--- config.mk ---
export PLATFORM = sky130hd
export DESIGN_NAME = max_diff_seq
export DESIGN_NICKNAME = d
export VERILOG_FILES = /design/src/rtl/max_diff_seq.sv
export SDC_FILE = /design/constraint.sdc
export NUM_CORES = 1
export LEC_CHECK = 0
export ABC_CLOCK_PERIOD_IN_PS = 5800
export BUFFER_PORTS_ARGS = -buffer_cell sky130_fd_sc_hd__clkbuf_2
export CAP_MARGIN = 0
export CELL_PAD_IN_SITES_DETAIL_PLACEMENT = 1
export CELL_PAD_IN_SITES_GLOBAL_PLACEMENT = 1
export CORE_ASPECT_RATIO = 1.5
export CORE_MARGIN = 4
export CORE_UTILIZATION = 44
export CTS_CLUSTER_DIAMETER = 200
export CTS_CLUSTER_SIZE = 30
export DETAILED_ROUTE_END_ITERATION = 12
export PLACE_DENSITY_LB_ADDON = 0.3
export RECOVER_POWER = 50
export SLEW_MARGIN = 10
export SYNTH_ARGS = -nofsm -noshare
export SYNTH_HDL_FRONTEND = slang
export SYNTH_SLANG_ARGS = --single-unit
--- constraint.sdc ---
create_clock -name clk -period 5.8 [get_ports clk]
set_input_delay 0.58 -clock clk [delete_from_list [all_inputs] [get_ports clk]]
set_output_delay 0.58 -clock clk [all_outputs]
set_load 0.02 [all_outputs]
--- src/rtl/max_diff_seq.sv ---
// max_diff_seq: sequential maximum pairwise absolute difference of three
// unsigned operands. One comparison per cycle (x/y, x/z, y/z); the result is
// presented with a valid/ready handshake. The result is held until it is
// accepted downstream.
module max_diff_seq #(
   parameter int WIDTH = 4
) (
   input  logic             clk,
   input  logic             rst_n,
   input  logic [WIDTH-1:0] x,
   input  logic [WIDTH-1:0] y,
   input  logic [WIDTH-1:0] z,
   input  logic             in_valid,
   output logic             in_ready,
   output logic [WIDTH-1:0] o,
   output logic [1:0]       o_pair,
   output logic             out_valid,
   input  logic             out_ready,
   output logic             busy
);

   typedef enum logic [2:0] {
      IDLE,
      CMP0,
      CMP1,
      CMP2,
      DONE
   } state_t;

   localparam logic [1:0] PAIR_XY = 2'd0;
   localparam logic [1:0] PAIR_XZ = 2'd1;
   localparam logic [1:0] PAIR_YZ = 2'd2;

   state_t           state;
   logic [WIDTH-1:0] x_q, y_q, z_q;

   // Operand pair under comparison in the current state
   logic [WIDTH-1:0] op_a, op_b;
   logic [1:0]       pair_id;
   logic [WIDTH:0]   sub_ab;
   logic             borrow;
   logic [WIDTH-1:0] diff;
   logic             take;

   // Select the operand pair and form |a-b|, using the borrow of a-b as the selector
   always_comb begin
      // NOTE: every combinational output gets a default first so no path can infer a latch.
      op_a    = x_q;
      op_b    = y_q;
      pair_id = PAIR_XY;
      unique case (state)
         CMP1:    begin op_a = x_q; op_b = z_q; pair_id = PAIR_XZ; end
         CMP2:    begin op_a = y_q; op_b = z_q; pair_id = PAIR_YZ; end
         default: begin op_a = x_q; op_b = y_q; pair_id = PAIR_XY; end
      endcase
      sub_ab = {1'b0, op_a} - {1'b0, op_b};
      borrow = sub_ab[WIDTH];
      diff   = borrow ? (op_b - op_a) : sub_ab[WIDTH-1:0];
      // Strictly greater: on a tie the earlier pair keeps its place
      take   = (diff > o);
   end

   // Control FSM; o/o_pair double as the running max and its pair index
   always_ff @(posedge clk) begin
      // NOTE: sequential state uses non-blocking assignments so every register samples pre-edge values.
      if (!rst_n) begin
         // NOTE: every register, operand copies included, is cleared so an aborted run leaves no trace.
         state     <= IDLE;
         x_q       <= '0;
         y_q       <= '0;
         z_q       <= '0;
         o         <= '0;
         o_pair    <= PAIR_XY;
         out_valid <= 1'b0;
         in_ready  <= 1'b1;
         busy      <= 1'b0;
      end else begin
         unique case (state)
            IDLE: begin
               if (in_valid) begin
                  x_q      <= x;
                  y_q      <= y;
                  z_q      <= z;
                  o        <= '0;
                  o_pair   <= PAIR_XY;
                  in_ready <= 1'b0;
                  busy     <= 1'b1;
                  state    <= CMP0;
               end
            end
            CMP0, CMP1, CMP2: begin
               if (take) begin
                  o      <= diff;
                  o_pair <= pair_id;
               end
               state <= (state == CMP0) ? CMP1 :
                        (state == CMP1) ? CMP2 : DONE;
            end
            DONE: begin
               // First DONE cycle publishes the settled result; then wait for the consumer
               if (!out_valid) begin
                  out_valid <= 1'b1;
               end else if (out_ready) begin
                  out_valid <= 1'b0;
                  busy      <= 1'b0;
                  in_ready  <= 1'b1;
                  state     <= IDLE;
               end
            end
            default: begin
               state     <= IDLE;
               out_valid <= 1'b0;
               busy      <= 1'b0;
               in_ready  <= 1'b1;
            end
         endcase
      end
   end

endmodule

**Word level (Yosys, flattened, before mapping)**

Index checks and enable logic that the tools add are counted.

- Register bits after elaboration: 24
- Bits of input ports: 16
- Output and inout bits: 9
- Word-level logic and storage cells: 57

- $add $sub $neg: 2
- Magnitude comparators: 1
- Equal/unequal tests: 8
- Muxes and demuxes: 27
- Bitwise logic cells: 1
- Reduce and logical (&&, ||, !) cells: 9

Operators with widths:

| cell | number |
|---|---|
| $mux W4 | 5 |
| $mux W3 | 5 |
| $pmux W3 S3 | 1 |
| $mux W1 | 8 |
| $ne A2 B2 Y1 const B | 4 |
| $pmux W2 S2 | 2 |
| $pmux W4 S2 | 1 |
| $eq A3 B2 Y1 const B | 2 |
| $pmux W1 S3 | 2 |
| $reduce_and A3 Y1 | 2 |
| $sub A4 B4 Y5 | 1 |
| $gt A4 B4 Y1 | 1 |
| $mux W2 | 2 |
| $reduce_and A4 Y1 | 1 |
| $reduce_or A4 Y1 | 1 |
| $sub A4 B4 Y4 | 1 |
| $eq A3 B1 Y1 const B | 1 |
| $eq A3 B3 Y1 const B | 1 |
| $logic_not A3 Y1 | 1 |
| $reduce_or A3 Y1 | 1 |
| $pmux W1 S2 | 1 |
| $reduce_and A2 Y1 | 1 |
| $reduce_bool A2 Y1 | 1 |
| $reduce_or A2 Y1 | 1 |
| $not A1 Y1 | 1 |

**Depth between registers and ports, before layout**

Gate-level depths: netlist (run 1).

- Word-level depth: 8
- Depth in mapped cells: 16
- Depth with buffers taken out: 14

**Least setup slack after synthesis (run 1)**

Ideal clock, no wire load.

- Path kind: reg-to-reg
- Start: register state[2]
- End: register o_pair[0]
- Setup time: 0.065 ns
- Arrival: 3.523 ns
- Data required time: 5.735 ns
- Slack: 2.212 ns
- Stages on the path, launching flop included: 15
- Path through: dfxtp_1 buf_6 nand2b_1 clkbuf_1 mux2i_1 inv_1 fa_1 o21ai_1 mux2i_1 xnor2_1 ha_1 a21oi_1 a21o_1 mux2_1 nor2_1

- Word-level cells in the longest chain between the ends: 8
- Elaborated cells on any way between the ends: 19

Ends and longest elaborated chain:

| element | RTL line | text |
|---|---|---|
| from (decl) | 34 | `state_t state;` |
| from (signal assigned) | 96 | `state <= (state == CMP0) ? CMP1 :` |
| $eq A3 B2 Y1 | 51, 78 |  |
| $reduce_or A2 Y1 (no source line) | -- |  |
| $mux W4 | 51 | `unique case (state)` |
| $sub A4 B4 Y5 or $sub A4 B4 Y4 (tied branches) | 56, 58 |  |
| $mux W4 | 58 | `diff = borrow ? (op_b - op_a) : sub_ab[WIDTH-1:0];` |
| $gt A4 B4 Y1 | 60 | `take = (diff > o);` |
| $ne A2 B2 Y1 (no source line) | -- |  |
| $reduce_and A3 Y1 (no source line) | -- |  |
| to (signal assigned) | 94 | `o_pair <= pair_id;` |
| to (decl) | 16 | `output logic [1:0] o_pair,` |

Parallel ways exist; a longest one is shown, timed or not. The select of a mux whose other input is x is not followed.
A chain may end at the register's enable or synchronous reset.

**Worst setup path in the final report (run 1)**

Ends and elaborated chain as after synthesis.

==> summary.txt, run 1 <==
DRT
----------------------------------------------------------------------------------------------------
Remaining antenna violation count after routing .......................................            0
Mean number of vias per cell ..........................................................        5.469
Drt drc ...............................................................................            0
Average routed wire per standard cell .................................................     15.33 µm
Initial DRT Pass Iterations ...........................................................            4
Total length of routed wires ..........................................................     3.464 mm
Routed vias ...........................................................................         1236
Initial DRC count .....................................................................           18

HOLD PATH
----------------------------------------------------------------------------------------------------
Class of the tightest hold or removal check ........................................... flip-flop to flip-flop
Hold Crit Endpoint .................................................................... x_q[0]$_SDFFE_PN0P_
Worst hold stages .....................................................................            2
Worst Min Path Start .................................................................. x_q[0]$_SDFFE_PN0P_

SYNTHESIS
----------------------------------------------------------------------------------------------------
Post-synthesis register bit count .....................................................           24
Fraction of post-synthesis cell area in the top cell type by area .....................       0.3380
Count of distinct cell types in the synthesized netlist ...............................           37
Number of synthesis warnings ..........................................................            0
Mean post-synth cell area .............................................................    8.460 µm²
Gate count after technology mapping ...................................................          168
Summed instance area of the synthesized netlist ....................................... 0.001421 mm²
Synth area leaders .................................................................... sky130_fd_sc_hd__dfxtp_1, sky130_fd_sc_hd__ha_1, sky130_fd_sc_hd__nand2_1, sky130_fd_sc_hd__a21oi_1, sky130_fd_sc_hd__mux2i_1
Post-synth net total ..................................................................          197
Leading area contributor after synthesis .............................................. sky130_fd_sc_hd__dfxtp_1
Share of the yosys chip area belonging to registers ...................................       0.3380

TIMING
----------------------------------------------------------------------------------------------------
Fin Hold WS ...........................................................................    0.4638 ns
Clock skew ............................................................................  0.005887 ns
Worst Max-Slew Pin Slew ...............................................................     2.658 ns
Worst slew margin .....................................................................      -0.7972
Setup repair after global routing missed its margin ...................................        false
Final hold violations .................................................................            0
Tcrit/Tclk final ......................................................................       0.6927
Final Max Tran Viols ..................................................................           16
Worst setup slack after layout ........................................................     1.782 ns
Shortest clock period the worst path allows after layout ..............................     4.018 ns
Maximum clock frequency ...............................................................    248.9 MHz
Number of setup violations in the final report ........................................            0
Summed negative setup slack over all endpoints ........................................         0 ns

SETUP PATH
----------------------------------------------------------------------------------------------------
R2R depth .............................................................................           13
Biggest fanout along the worst timing path ............................................           10
Endpoint type of the worst setup path .................................................    flip-flop
Critical Path AT ......................................................................      4.22 ns
Reg2reg setup slack ...................................................................      1.78 ns
Reg2Reg Launch Point .................................................................. state[2]$_SDFFE_PN0P_
Setup Crit Path Kind .................................................................. flip-flop to flip-flop
Data required time of the critical path ...............................................      6.01 ns
Startpoint kind of the worst setup timing path ........................................    flip-flop
Terminus of the critical flop-to-flop path ............................................ o_pair[0]$_SDFFE_PN0P_

PWR
----------------------------------------------------------------------------------------------------
Leakage component of the power ........................................................    0.6829 nW
Max IR drop VDD .......................................................................    0.1753 mV
Cell Pwr Density ...................................................................... 366.4 mW/mm²

CLOCK TREE
----------------------------------------------------------------------------------------------------
TritonCTS clock tree ..................................................................         done
Clock Sinks ...........................................................................           24
Skew-Pair Late Insertion Delay ........................................................      0.27 ns
CTS H-tree depth ......................................................................            1
Maximum number of buffers from clock root to sink .....................................            2
Post-cts sizing count .................................................................            0
Number of clock buffers inserted by TritonCTS .........................................            3
Clock-pin slew reported for the worst setup and hold paths after clock tree synthesis .      0.09 ns
Hold Buf Count CTS ....................................................................            0
Cell at the root of the clock tree .................................................... sky130_fd_sc_hd__clkbuf_8
Postcts setup bufs ....................................................................            0

FINAL LAYOUT
----------------------------------------------------------------------------------------------------
Post-route cell area .................................................................. 0.001587 mm²
Most used cells in the layout excluding fill and tap cells ............................ sky130_fd_sc_hd__nand2_1, sky130_fd_sc_hd__dfxtp_1, sky130_fd_sc_hd__a21oi_1
Net count, final ......................................................................          216
Proportion of layout cells with a drive suffix above 1 ................................       0.1290
Most common library cell in the layout ignoring fill and taps ......................... sky130_fd_sc_hd__nand2_1
Final cell count without fillers ......................................................          226
Number of antenna cells inserted ......................................................            0
Final-layout fill cell count ..........................................................          391
Synth-to-layout area growth ...........................................................       11.62%

PLACED DESIGN
----------------------------------------------------------------------------------------------------
Estimated wirelength of the detail-placed design ......................................     2.686 mm
Dpl cell area ......................................................................... 0.001543 mm²
Post-placement setup slack ............................................................     1.802 ns
Count of placed standard cells including taps .........................................          222
Count of buffers from port buffering ..................................................           24
Global placer's final weighted congestion .............................................       0.8189

GLOBAL ROUTING
----------------------------------------------------------------------------------------------------
Largest net degree at the start of global routing .....................................           23
First-pass GRT wire length ............................................................     6.134 mm
Final global-route overflow total .....................................................            0
Overall Global Routing Usage ..........................................................       0.1907
Number of antenna violations at the first check in global routing .....................            0
Number of global-route vias before repair .............................................         1351

FLOW RUN
----------------------------------------------------------------------------------------------------
Max Cap Viol ..........................................................................            1

FLOORPLAN
----------------------------------------------------------------------------------------------------
Total I/O pin count ...................................................................           25
Count of standard-cell rows ...........................................................           25
Die Span Y ............................................................................     77.61 µm
Chip width ............................................................................     54.41 µm
Die Footprint ......................................................................... 0.004222 mm²
Placeable core area ................................................................... 0.003128 mm²
Effective utilization at floorplan ....................................................       0.4544

OUTCOME
----------------------------------------------------------------------------------------------------
Failing checks ........................................................................ capacitance limit, slew limit
Run status ............................................................................ finished with violations

-- per-stage QoR --
stage,total power [mW],util
3_3_place_gp,0.4177,0.4932
2_1_floorplan,0.3763,-
6_report,0.5813,0.5072
4_1_cts,0.5899,0.5160
3_5_place_dp,0.4321,0.4932
5_1_grt,0.6194,0.5072
-- cell usage after synthesis --
cell,n
sky130_fd_sc_hd__nand2_1,33
sky130_fd_sc_hd__nand3_1,1
sky130_fd_sc_hd__a31oi_1,1
sky130_fd_sc_hd__a21oi_1,19
sky130_fd_sc_hd__xnor2_1,2
sky130_fd_sc_hd__nor3_1,2
sky130_fd_sc_hd__mux2_2,3
sky130_fd_sc_hd__nand3b_1,2
sky130_fd_sc_hd__o31ai_1,2
sky130_fd_sc_hd__xor2_1,1
sky130_fd_sc_hd__nand4_1,4
sky130_fd_sc_hd__o21bai_1,1
sky130_fd_sc_hd__a21oi_2,1
sky130_fd_sc_hd__o21ba_2,1
sky130_fd_sc_hd__nor2_1,7
sky130_fd_sc_hd__mux2_1,1
sky130_fd_sc_hd__o211ai_1,1
sky130_fd_sc_hd__and2_1,1
sky130_fd_sc_hd__a32oi_1,1
sky130_fd_sc_hd__buf_2,3
sky130_fd_sc_hd__o21a_1,1
sky130_fd_sc_hd__a2111oi_0,1
sky130_fd_sc_hd__mux2i_1,9
sky130_fd_sc_hd__a21o_1,2
sky130_fd_sc_hd__a2111o_1,1
sky130_fd_sc_hd__clkbuf_1,6
sky130_fd_sc_hd__ha_1,11
sky130_fd_sc_hd__nor2b_1,1
sky130_fd_sc_hd__dfxtp_1,24
sky130_fd_sc_hd__a31oi_4,1
sky130_fd_sc_hd__fa_1,2
sky130_fd_sc_hd__nand2b_1,2
sky130_fd_sc_hd__inv_1,11
sky130_fd_sc_hd__o21ai_0,6
sky130_fd_sc_hd__nor4b_4,1
sky130_fd_sc_hd__buf_6,1
sky130_fd_sc_hd__o21ai_1,1
-- worst max-delay path by stage --
stage,start,to,slack [ns],cells past startpoint
3_5_place_dp,state[2]$_SDFFE_PN0P_,o_pair[0]$_SDFFE_PN0P_,1.80,13
3_3_place_gp,state[2]$_SDFFE_PN0P_,o_pair[0]$_SDFFE_PN0P_,2.01,12
4_1_cts,state[2]$_SDFFE_PN0P_,o_pair[0]$_SDFFE_PN0P_,1.71,12
5_1_grt,state[2]$_SDFFE_PN0P_,o_pair[0]$_SDFFE_PN0P_,1.48,13
2_1_floorplan,state[2]$_SDFFE_PN0P_,o_pair[0]$_SDFFE_PN0P_,2.21,14
6_report,state[2]$_SDFFE_PN0P_,o_pair[0]$_SDFFE_PN0P_,1.78,13
-- cell type report --
cell class,instances,area [µm²],area share
Tap cell,40,50.05,0.03155
Clock buffer,3,41.29,0.02603
Sequential cell,24,480.5,0.3028
Inverter,11,41.29,0.02603
Clock inverter,1,30.03,0.01893
Multi-Input combinational cell,123,835.8,0.5268
Timing Repair Buffer,24,107.6,0.06782
-- worst max-delay path, stage by stage, from the launching register on --
cell                       delay [ns]
sky130_fd_sc_hd__dfxtp_1         0.48
sky130_fd_sc_hd__nand2b_1        0.29
sky130_fd_sc_hd__mux2i_1         0.30
sky130_fd_sc_hd__inv_1           0.07
sky130_fd_sc_hd__ha_1            0.24
sky130_fd_sc_hd__fa_1            0.43
sky130_fd_sc_hd__o21ai_1         0.26
sky130_fd_sc_hd__mux2i_1         0.36
sky130_fd_sc_hd__xnor2_1         0.18
sky130_fd_sc_hd__ha_1            0.29
sky130_fd_sc_hd__a21oi_1         0.43
sky130_fd_sc_hd__a21o_1          0.23
sky130_fd_sc_hd__mux2_1          0.32
sky130_fd_sc_hd__nor2_1          0.08
-- sequential cells by signal (all words and copies together) (netlist names) --
| name | count |
|---|---|
| x_q | 4 |
| o | 4 |
| in_ready | 1 |
| o_pair | 2 |
| out_valid | 1 |
| state | 3 |
| y_q | 4 |
| z_q | 4 |
| busy | 1 |
-- metal layers --
layer,GRT usage,wire (µm),vias up,part of all wire
li1,-,-,608,-
met1,0.2067,1303,583,0.38
met2,0.3465,1940,34,0.56
met3,0.02495,129,11,0.037
met4,0.07980,90,0,0.026
met5,0,0,-,0
-- report_power, final --
group	switching, mW	leakage (nW)	internal (mW)	total, mW
Sequential	0.0120	0.196	0.180	0.193
Clock	0.0583	0.0357	0.0924	0.151
Combinational	0.149	0.451	0.0891	0.238
-- cells by family after synthesis --
family	after synthesis	share of synthesized area
xor gates and xnor gates	3	0.01849
AOI/OAI and AO/OA	40	0.1813
buffers and inverters	21	0.06338
and+or+nand+nor	54	0.1787
adders and majority gates	13	0.1250
muxes	13	0.09507
DFF	24	0.3380
No activity file was read; power rests on OpenSTA's default activity.
==> run 2: changes to the inputs <==
--- a/config.mk
+++ b/config.mk
@@ -5,14 +5,14 @@
 export SDC_FILE = /design/constraint.sdc
 export NUM_CORES = 1
 export LEC_CHECK = 0
-export ABC_CLOCK_PERIOD_IN_PS = 5800
+export ABC_CLOCK_PERIOD_IN_PS = 3900
 export BUFFER_PORTS_ARGS = -buffer_cell sky130_fd_sc_hd__clkbuf_2
 export CAP_MARGIN = 0
 export CELL_PAD_IN_SITES_DETAIL_PLACEMENT = 1
 export CELL_PAD_IN_SITES_GLOBAL_PLACEMENT = 1
 export CORE_ASPECT_RATIO = 1.5
 export CORE_MARGIN = 4
-export CORE_UTILIZATION = 44
+export CORE_UTILIZATION = 41
 export CTS_CLUSTER_DIAMETER = 200
 export CTS_CLUSTER_SIZE = 30
 export DETAILED_ROUTE_END_ITERATION = 12
==> constraint.sdc (replaced) <==
create_clock -name clk -period 3.9 [get_ports clk]
set_input_delay 0.39 -clock clk [delete_from_list [all_inputs] [get_ports clk]]
set_output_delay 0.39 -clock clk [all_outputs]
set_load 0.02 [all_outputs]
==> summary.txt, run 2 (synthesized netlist as in run 1, its figures left out) <==
OUTCOME
----------------------------------------------------------------------------------------------------
Run status ............................................................................ finished clean

FLOORPLAN
----------------------------------------------------------------------------------------------------
Die Span Y ............................................................................     80.11 µm   +3.2%
Effective utilization at floorplan ....................................................       0.4369   -0.01748
Chip width ............................................................................     56.08 µm   +3.1%
Count of standard-cell rows ...........................................................           25   unchanged
Die Footprint ......................................................................... 0.004492 mm²   +6.4%
Placeable core area ................................................................... 0.003253 mm²   +4.0%
Total I/O pin count ...................................................................           25   unchanged

CLOCK TREE
----------------------------------------------------------------------------------------------------
Clock Sinks ...........................................................................           24   unchanged
Skew-Pair Late Insertion Delay ........................................................      0.27 ns   about the same
Hold Buf Count CTS ....................................................................            0   unchanged
Number of clock buffers inserted by TritonCTS .........................................            3   unchanged
Maximum number of buffers from clock root to sink .....................................            2   unchanged
Clock-pin slew reported for the worst setup and hold paths after clock tree synthesis .      0.09 ns   about the same
CTS H-tree depth ......................................................................            1   unchanged
Cell at the root of the clock tree .................................................... sky130_fd_sc_hd__clkbuf_8
TritonCTS clock tree ..................................................................         done

TIMING
----------------------------------------------------------------------------------------------------
Shortest clock period the worst path allows after layout ..............................     3.774 ns   -0.2441 ns
Fin Hold WS ...........................................................................    0.3281 ns   -0.1357 ns
Final hold violations .................................................................            0   unchanged
Worst Max-Slew Pin Slew ...............................................................     1.399 ns   -1.259 ns
Final Max Tran Viols ..................................................................            0   -16
Maximum clock frequency ...............................................................    265.0 MHz   +6.5%
Tcrit/Tclk final ......................................................................       0.9676   +0.2749
Clock skew ............................................................................  0.001558 ns   -0.004329 ns
Worst slew margin .....................................................................      0.06477   +0.8620
Number of setup violations in the final report ........................................            0   unchanged
Summed negative setup slack over all endpoints ........................................         0 ns   unchanged

DRT
----------------------------------------------------------------------------------------------------
Mean number of vias per cell ..........................................................        5.570   +1.8%
Total length of routed wires ..........................................................     3.973 mm   +15%
Routed vias ...........................................................................         1281   +3.6%
Initial DRC count .....................................................................           59   +41
Remaining antenna violation count after routing .......................................            0   unchanged
Initial DRT Pass Iterations ...........................................................            4   unchanged
Drt drc ...............................................................................            0   unchanged
Average routed wire per standard cell .................................................     17.27 µm   +13%

HOLD PATH
----------------------------------------------------------------------------------------------------
Worst hold stages .....................................................................            3   +1
Worst Min Path Start ..................................................................         z[0]
Class of the tightest hold or removal check ........................................... input pin to flip-flop
Hold Crit Endpoint .................................................................... z_q[0]$_SDFFE_PN0P_

PLACED DESIGN
----------------------------------------------------------------------------------------------------
Count of buffers from port buffering ..................................................           24   unchanged
Dpl cell area ......................................................................... 0.001565 mm²   +1.5%
Global placer's final weighted congestion .............................................       0.8377   +2.3%
Estimated wirelength of the detail-placed design ......................................     2.868 mm   +6.8%

SETUP PATH
----------------------------------------------------------------------------------------------------
Reg2reg setup slack ...................................................................      0.13 ns   -1.66 ns
Startpoint kind of the worst setup timing path ........................................    flip-flop
Reg2Reg Launch Point .................................................................. state[2]$_SDFFE_PN0P_
Endpoint type of the worst setup path .................................................    flip-flop
Setup Crit Path Kind .................................................................. flip-flop to flip-flop
Data required time of the critical path ...............................................      4.10 ns   -1.91 ns
Terminus of the critical flop-to-flop path ............................................ o_pair[0]$_SDFFE_PN0P_
Biggest fanout along the worst timing path ............................................            9   -1
R2R depth .............................................................................           13   unchanged
Critical Path AT ......................................................................      3.98 ns   -0.24 ns

FINAL LAYOUT
----------------------------------------------------------------------------------------------------
Synth-to-layout area growth ...........................................................       17.69%
Number of antenna cells inserted ......................................................            0   unchanged
Net count, final ......................................................................          220   +1.9%
Combined flip-flop and latch cell area ................................................    481.7 µm²   +0.26%
Area occupied by multi-input gates ....................................................    890.9 µm²   +6.6%
Post-route cell area .................................................................. 0.001673 mm²   +5.4%
Most common library cell in the layout ignoring fill and taps ......................... sky130_fd_sc_hd__nand2_1
Final-layout fill cell count ..........................................................          400   +2.3%
Proportion of layout cells with a drive suffix above 1 ................................       0.2053   +0.07623
Most used cells in the layout excluding fill and tap cells ............................ sky130_fd_sc_hd__nand2_1, sky130_fd_sc_hd__dfxtp_1, sky130_fd_sc_hd__a21oi_1

GLOBAL ROUTING
----------------------------------------------------------------------------------------------------
Final global-route overflow total .....................................................            0   unchanged
Largest net degree at the start of global routing .....................................           23   unchanged
Overall Global Routing Usage ..........................................................       0.1808   -0.009875
Number of antenna violations at the first check in global routing .....................            0   unchanged
First-pass GRT wire length ............................................................     6.354 mm   +3.6%
Number of global-route vias before repair .............................................         1347   -0.30%

FLOW RUN
----------------------------------------------------------------------------------------------------
Max Cap Viol ..........................................................................            0   -1

PWR
----------------------------------------------------------------------------------------------------
Max IR drop VDD .......................................................................    0.2913 mV   +66%
Leakage component of the power ........................................................    0.6957 nW   +1.9%
Cell Pwr Density ...................................................................... 559.1 mW/mm²   +53%

run 2: cell count changes in the layout (fill, tap and decap cells not counted), sizes merged:
cell	before	now
buf	0	4
run 2: timing repair:
action,in CTS,in global routing
endpoints found under the setup margin,0,6
gates resized for setup,0,13
endpoints found under the hold margin,0,0
buffers inserted,0,1
run 2: layout make-up:
type                       instances  area share
inverter                          11     0.02468
clock buffer                       3     0.02468
timing repair buffer              28     0.08227
sequential                        24      0.2880
tap                               40     0.02992
multi-input combinational        123      0.5325
clock inverter                     1     0.01795
run 2: metrics by stage:
step,utilization,power [mW],setup WS (ns),cells
3_3_place_gp,0.4812,0.6281,0.3038,225
3_5_place_dp,0.4812,0.6496,0.1019,225
5_1_grt,0.5142,0.9937,-0.07689,230
4_1_cts,0.5031,0.8762,0.02694,229
2_1_floorplan,-,0.5597,0.3124,168
6_report,0.5142,0.9353,0.1265,230
run 2: worst max path at each step:
stage                          startpoint                     end  slack (ns)
floorplan           state[2]$_SDFFE_PN0P_  o_pair[0]$_SDFFE_PN0P_        0.31
global placement    state[2]$_SDFFE_PN0P_  o_pair[0]$_SDFFE_PN0P_        0.30
finish              state[2]$_SDFFE_PN0P_  o_pair[0]$_SDFFE_PN0P_        0.13
detailed placement  state[2]$_SDFFE_PN0P_  o_pair[0]$_SDFFE_PN0P_        0.10
global route        state[2]$_SDFFE_PN0P_       o[3]$_SDFFE_PN0P_       -0.08
CTS                 state[2]$_SDFFE_PN0P_  o_pair[0]$_SDFFE_PN0P_        0.03
run 2: worst max-delay path, stage by stage, from the launching register on:
cell,delay [ns]
sky130_fd_sc_hd__dfxtp_1,0.33
sky130_fd_sc_hd__buf_4,0.15
sky130_fd_sc_hd__nand3b_1,0.28
sky130_fd_sc_hd__mux2_2,0.41
sky130_fd_sc_hd__ha_2,0.43
sky130_fd_sc_hd__nand2_1,0.12
sky130_fd_sc_hd__o21ai_4,0.20
sky130_fd_sc_hd__mux2i_2,0.28
sky130_fd_sc_hd__ha_1,0.29
sky130_fd_sc_hd__nor2b_1,0.15
sky130_fd_sc_hd__o211ai_1,0.40
sky130_fd_sc_hd__a21o_1,0.23
sky130_fd_sc_hd__mux2_1,0.32
sky130_fd_sc_hd__nor2_1,0.09
run 2: report_power, final:
| group | total, mW | switching (mW) | internal (mW) |
|---|---|---|---|
| Clock | 0.221 | 0.0834 | 0.137 |
| Combinational | 0.431 | 0.258 | 0.172 |
| Sequential | 0.284 | 0.0153 | 0.269 |
run 2: per-layer routing:
layer | track usage | vias to the layer above | wire (µm)
met2 | 0.3724 | 33 | 2272
met1 | 0.1798 | 619 | 1486
met3 | 0.02572 | 9 | 144
met4 | 0.05701 | 0 | 70
li1 | - | 620 | -
met5 | 0 | - | 0
==> run 3: changes to the inputs <==
--- a/config.mk
+++ b/config.mk
@@ -16,7 +16,7 @@
 export CTS_CLUSTER_DIAMETER = 200
 export CTS_CLUSTER_SIZE = 30
 export DETAILED_ROUTE_END_ITERATION = 12
-export PLACE_DENSITY_LB_ADDON = 0.3
+export PLACE_DENSITY = 0.9
 export RECOVER_POWER = 50
 export SLEW_MARGIN = 10
 export SYNTH_ARGS = -nofsm -noshare
==> summary.txt, run 3 (synthesized netlist as in run 1, its figures left out) <==
OUTCOME
----------------------------------------------------------------------------------------------------
Run status ............................................................................ finished clean

GLOBAL ROUTING
----------------------------------------------------------------------------------------------------
Met1 routing resource usage after global routing ......................................       0.1729   -0.006913
GR Layer Usage met2 ...................................................................       0.3454   -0.02693
Number of global-route vias before repair .............................................         1340   -0.52%
Met3 routing resource usage after global routing ......................................      0.03215   +0.006431
Largest net degree at the start of global routing .....................................           23   unchanged
Busiest layer in global routing .......................................................         met2
Final global-route overflow total .....................................................            0   unchanged
First-pass GRT wire length ............................................................     6.072 mm   -4.4%
Number of antenna violations at the first check in global routing .....................            0   unchanged
Overall Global Routing Usage ..........................................................       0.1694   -0.01137

TIMING
----------------------------------------------------------------------------------------------------
Number of setup violations in the final report ........................................            0   unchanged
Worst Max-Slew Pin Slew ...............................................................    0.8423 ns   -0.5569 ns
Maximum clock frequency ...............................................................    268.8 MHz   +1.4%
Final hold violations .................................................................            0   unchanged
Worst slew margin .....................................................................       0.4361   +0.3713
Shortest clock period the worst path allows after layout ..............................     3.720 ns   -0.05310 ns
Tcrit/Tclk final ......................................................................       0.9540   -0.01362
Final Max Tran Viols ..................................................................            0   unchanged
Clock skew ............................................................................  0.004082 ns   +0.002524 ns

PLACED DESIGN
----------------------------------------------------------------------------------------------------
Count of buffers from port buffering ..................................................           24   unchanged
Estimated wirelength of the detail-placed design ......................................     2.923 mm   +1.9%
Count of placed standard cells including taps .........................................          225   unchanged
Global placer's final weighted congestion .............................................       0.8686   +3.7%

FLOORPLAN
----------------------------------------------------------------------------------------------------
Die Footprint ......................................................................... 0.004492 mm²   unchanged
Effective utilization at floorplan ....................................................       0.4369   unchanged
Total I/O pin count ...................................................................           25   unchanged
Die Span Y ............................................................................     80.11 µm   unchanged
Placeable core area ................................................................... 0.003253 mm²   unchanged
Chip width ............................................................................     56.08 µm   unchanged
Count of standard-cell rows ...........................................................           25   unchanged

CLOCK TREE
----------------------------------------------------------------------------------------------------
Maximum number of buffers from clock root to sink .....................................            2   unchanged
Skew-Pair Late Insertion Delay ........................................................      0.27 ns   about the same
Clock Sinks ...........................................................................           24   unchanged
Hold Buf Count CTS ....................................................................            0   unchanged
Number of clock buffers inserted by TritonCTS .........................................            3   unchanged
Cell at the root of the clock tree .................................................... sky130_fd_sc_hd__clkbuf_8
CTS H-tree depth ......................................................................            1   unchanged
Clock-pin slew reported for the worst setup and hold paths after clock tree synthesis .      0.09 ns   about the same
TritonCTS clock tree ..................................................................         done

SETUP PATH
----------------------------------------------------------------------------------------------------
Terminus of the critical flop-to-flop path ............................................ o_pair[0]$_SDFFE_PN0P_
Setup Crit Path Kind .................................................................. flip-flop to flip-flop
Number of buffers and inverters on the critical path ..................................            3   +2
R2R depth .............................................................................           14   +1
Crit path largest cell delay ..........................................................      0.47 ns   +0.04 ns
Startpoint kind of the worst setup timing path ........................................    flip-flop
Data required time of the critical path ...............................................      4.10 ns   about the same
Slowest library cell on the worst path ................................................ sky130_fd_sc_hd__fa_1
Endpoint type of the worst setup path .................................................    flip-flop
Sequence of cells on the critical path ................................................ buf_4 > nand3b_1 > buf_4 > mux2_2 > inv_1 > fa_1 > o21ai_2 > mux2i_2 > ha_1 > nor2b_1 > o211ai_1 > a21o_1 > mux2_1 > nor2_1
Largest delay contributor family on the critical path ................................. compound AO/OA/AOI/OAI gates
Reg2reg setup slack ...................................................................      0.18 ns   +0.05 ns
Reg2Reg Launch Point .................................................................. state[2]$_SDFFE_PN0P_
Biggest fanout along the worst timing path ............................................            9   unchanged
Critical Path AT ......................................................................      3.92 ns   -0.06 ns
Cell repeated most along the worst path ............................................... sky130_fd_sc_hd__buf_4

FINAL LAYOUT
----------------------------------------------------------------------------------------------------
Synth-to-layout area growth ...........................................................       16.02%
Most common library cell in the layout ignoring fill and taps ......................... sky130_fd_sc_hd__nand2_1
Area occupied by multi-input gates ....................................................    872.1 µm²   -2.1%
Most used cells in the layout excluding fill and tap cells ............................ sky130_fd_sc_hd__nand2_1, sky130_fd_sc_hd__dfxtp_1, sky130_fd_sc_hd__a21oi_1
Post-layout util ......................................................................       0.5069   -0.007308
Number of antenna cells inserted ......................................................            0   unchanged
Proportion of layout cells with a drive suffix above 1 ................................       0.1789   -0.02632
Final-layout fill cell count ..........................................................          418   +4.5%
Net count, final ......................................................................          220   unchanged
Final cell count without fillers ......................................................          230   unchanged
Combined flip-flop and latch cell area ................................................    480.5 µm²   -0.26%

DRT
----------------------------------------------------------------------------------------------------
Routed vias ...........................................................................         1261   -1.6%
Initial DRC count .....................................................................           21   -64%
Drt drc ...............................................................................            0   unchanged
Average routed wire per standard cell .................................................     16.05 µm   -7.1%
Mean number of vias per cell ..........................................................        5.483   -1.6%
Initial DRT Pass Iterations ...........................................................            2   -2
Remaining antenna violation count after routing .......................................            0   unchanged
Total length of routed wires ..........................................................     3.691 mm   -7.1%

PWR
----------------------------------------------------------------------------------------------------
Leakage component of the power ........................................................    0.6978 nW   +0.31%
Cell Pwr Density ...................................................................... 539.1 mW/mm²   -3.6%
Sw frac ...............................................................................       0.3772   -0.004671
Sequential fraction of design power ...................................................        0.320   +0.016
P_sw ..................................................................................    0.3353 mW   -6.1%
Clock power share .....................................................................        0.250   +0.014
Internal power of the cells ...........................................................    0.5537 mW   -4.2%
Combinational Power Share .............................................................        0.430   -0.030
Max IR drop VDD .......................................................................    0.3071 mV   +5.4%

HOLD PATH
----------------------------------------------------------------------------------------------------
Hold Crit Endpoint .................................................................... y_q[2]$_SDFFE_PN0P_
Worst Min Path Start ..................................................................         y[2]
Class of the tightest hold or removal check ........................................... input pin to flip-flop
Worst hold stages .....................................................................            3   unchanged

FLOW RUN
----------------------------------------------------------------------------------------------------
Max Cap Viol ..........................................................................            0   unchanged

run 3: final cells by class:
type	count	share of cell area
Tap cell	40	0.03035
Sequential cell	24	0.2914
Clock buffer	3	0.02504
Inverter	11	0.02504
Timing Repair Buffer	28	0.08118
Clock inverter	1	0.01821
Multi-Input combinational cell	123	0.5288
run 3: layer usage:
metal | wire (µm) | share of wire
met1 | 1471 | 0.40
met5 | 0 | 0
met3 | 126 | 0.034
met2 | 2034 | 0.55
met4 | 59 | 0.016
run 3: repair_timing:
item                                    in CTS  in global routing
gates resized for setup                      0                  6
endpoints found under the setup margin       0                  6
setup buffers                                0                  1
run 3: power by group through the flow:
stage / logic (mW) / registers, mW / clock network, mW
after global placement: 0.331 / 0.288 / 0
final: 0.382 / 0.284 / 0.223
after floorplan: 0.264 / 0.296 / 0
after detailed placement: 0.363 / 0.290 / 0
after global routing: 0.420 / 0.288 / 0.239
after CTS: 0.365 / 0.284 / 0.227
run 3: worst register-to-register path, stage by stage (launching register included):
cell and delay (ns):
sky130_fd_sc_hd__dfxtp_1 0.32, sky130_fd_sc_hd__buf_4 0.16, sky130_fd_sc_hd__nand3b_1 0.16, sky130_fd_sc_hd__buf_4 0.17, sky130_fd_sc_hd__mux2_2 0.27, sky130_fd_sc_hd__inv_1 0.09, sky130_fd_sc_hd__fa_1 0.47, sky130_fd_sc_hd__o21ai_2 0.26
sky130_fd_sc_hd__mux2i_2 0.30, sky130_fd_sc_hd__ha_1 0.29, sky130_fd_sc_hd__nor2b_1 0.14, sky130_fd_sc_hd__o211ai_1 0.42, sky130_fd_sc_hd__a21o_1 0.21, sky130_fd_sc_hd__mux2_1 0.32, sky130_fd_sc_hd__nor2_1 0.09
run 3: per-stage QoR:
stage	setup slack, ns	hold slack (ns)	power, mW	setup TNS, ns	cell area [µm²]
global placement	0.3256	0.4453	0.6195	0	1565
detailed placement	0.05250	0.4519	0.6529	0	1565
finish	0.1796	0.3299	0.8890	0	1649
CTS	0.03847	0.3327	0.8768	0	1637
floorplan	0.3124	0.4329	0.5597	0	1421
global route	-0.01410	0.3411	0.9475	-0.01410	1649
run 3: worst max path at each step:
stage | start | cells after the start | slack [ns] | endpoint
after floorplan | state[2]$_SDFFE_PN0P_ | 14 | 0.31 | o_pair[0]$_SDFFE_PN0P_
after global placement | state[2]$_SDFFE_PN0P_ | 13 | 0.33 | o_pair[0]$_SDFFE_PN0P_
after detailed placement | state[0]$_SDFFE_PN0P_ | 12 | 0.05 | o_pair[0]$_SDFFE_PN0P_
after CTS | state[0]$_SDFFE_PN0P_ | 12 | 0.04 | o_pair[0]$_SDFFE_PN0P_
after global routing | state[2]$_SDFFE_PN0P_ | 14 | -0.01 | o_pair[0]$_SDFFE_PN0P_
final | state[2]$_SDFFE_PN0P_ | 14 | 0.18 | o_pair[0]$_SDFFE_PN0P_
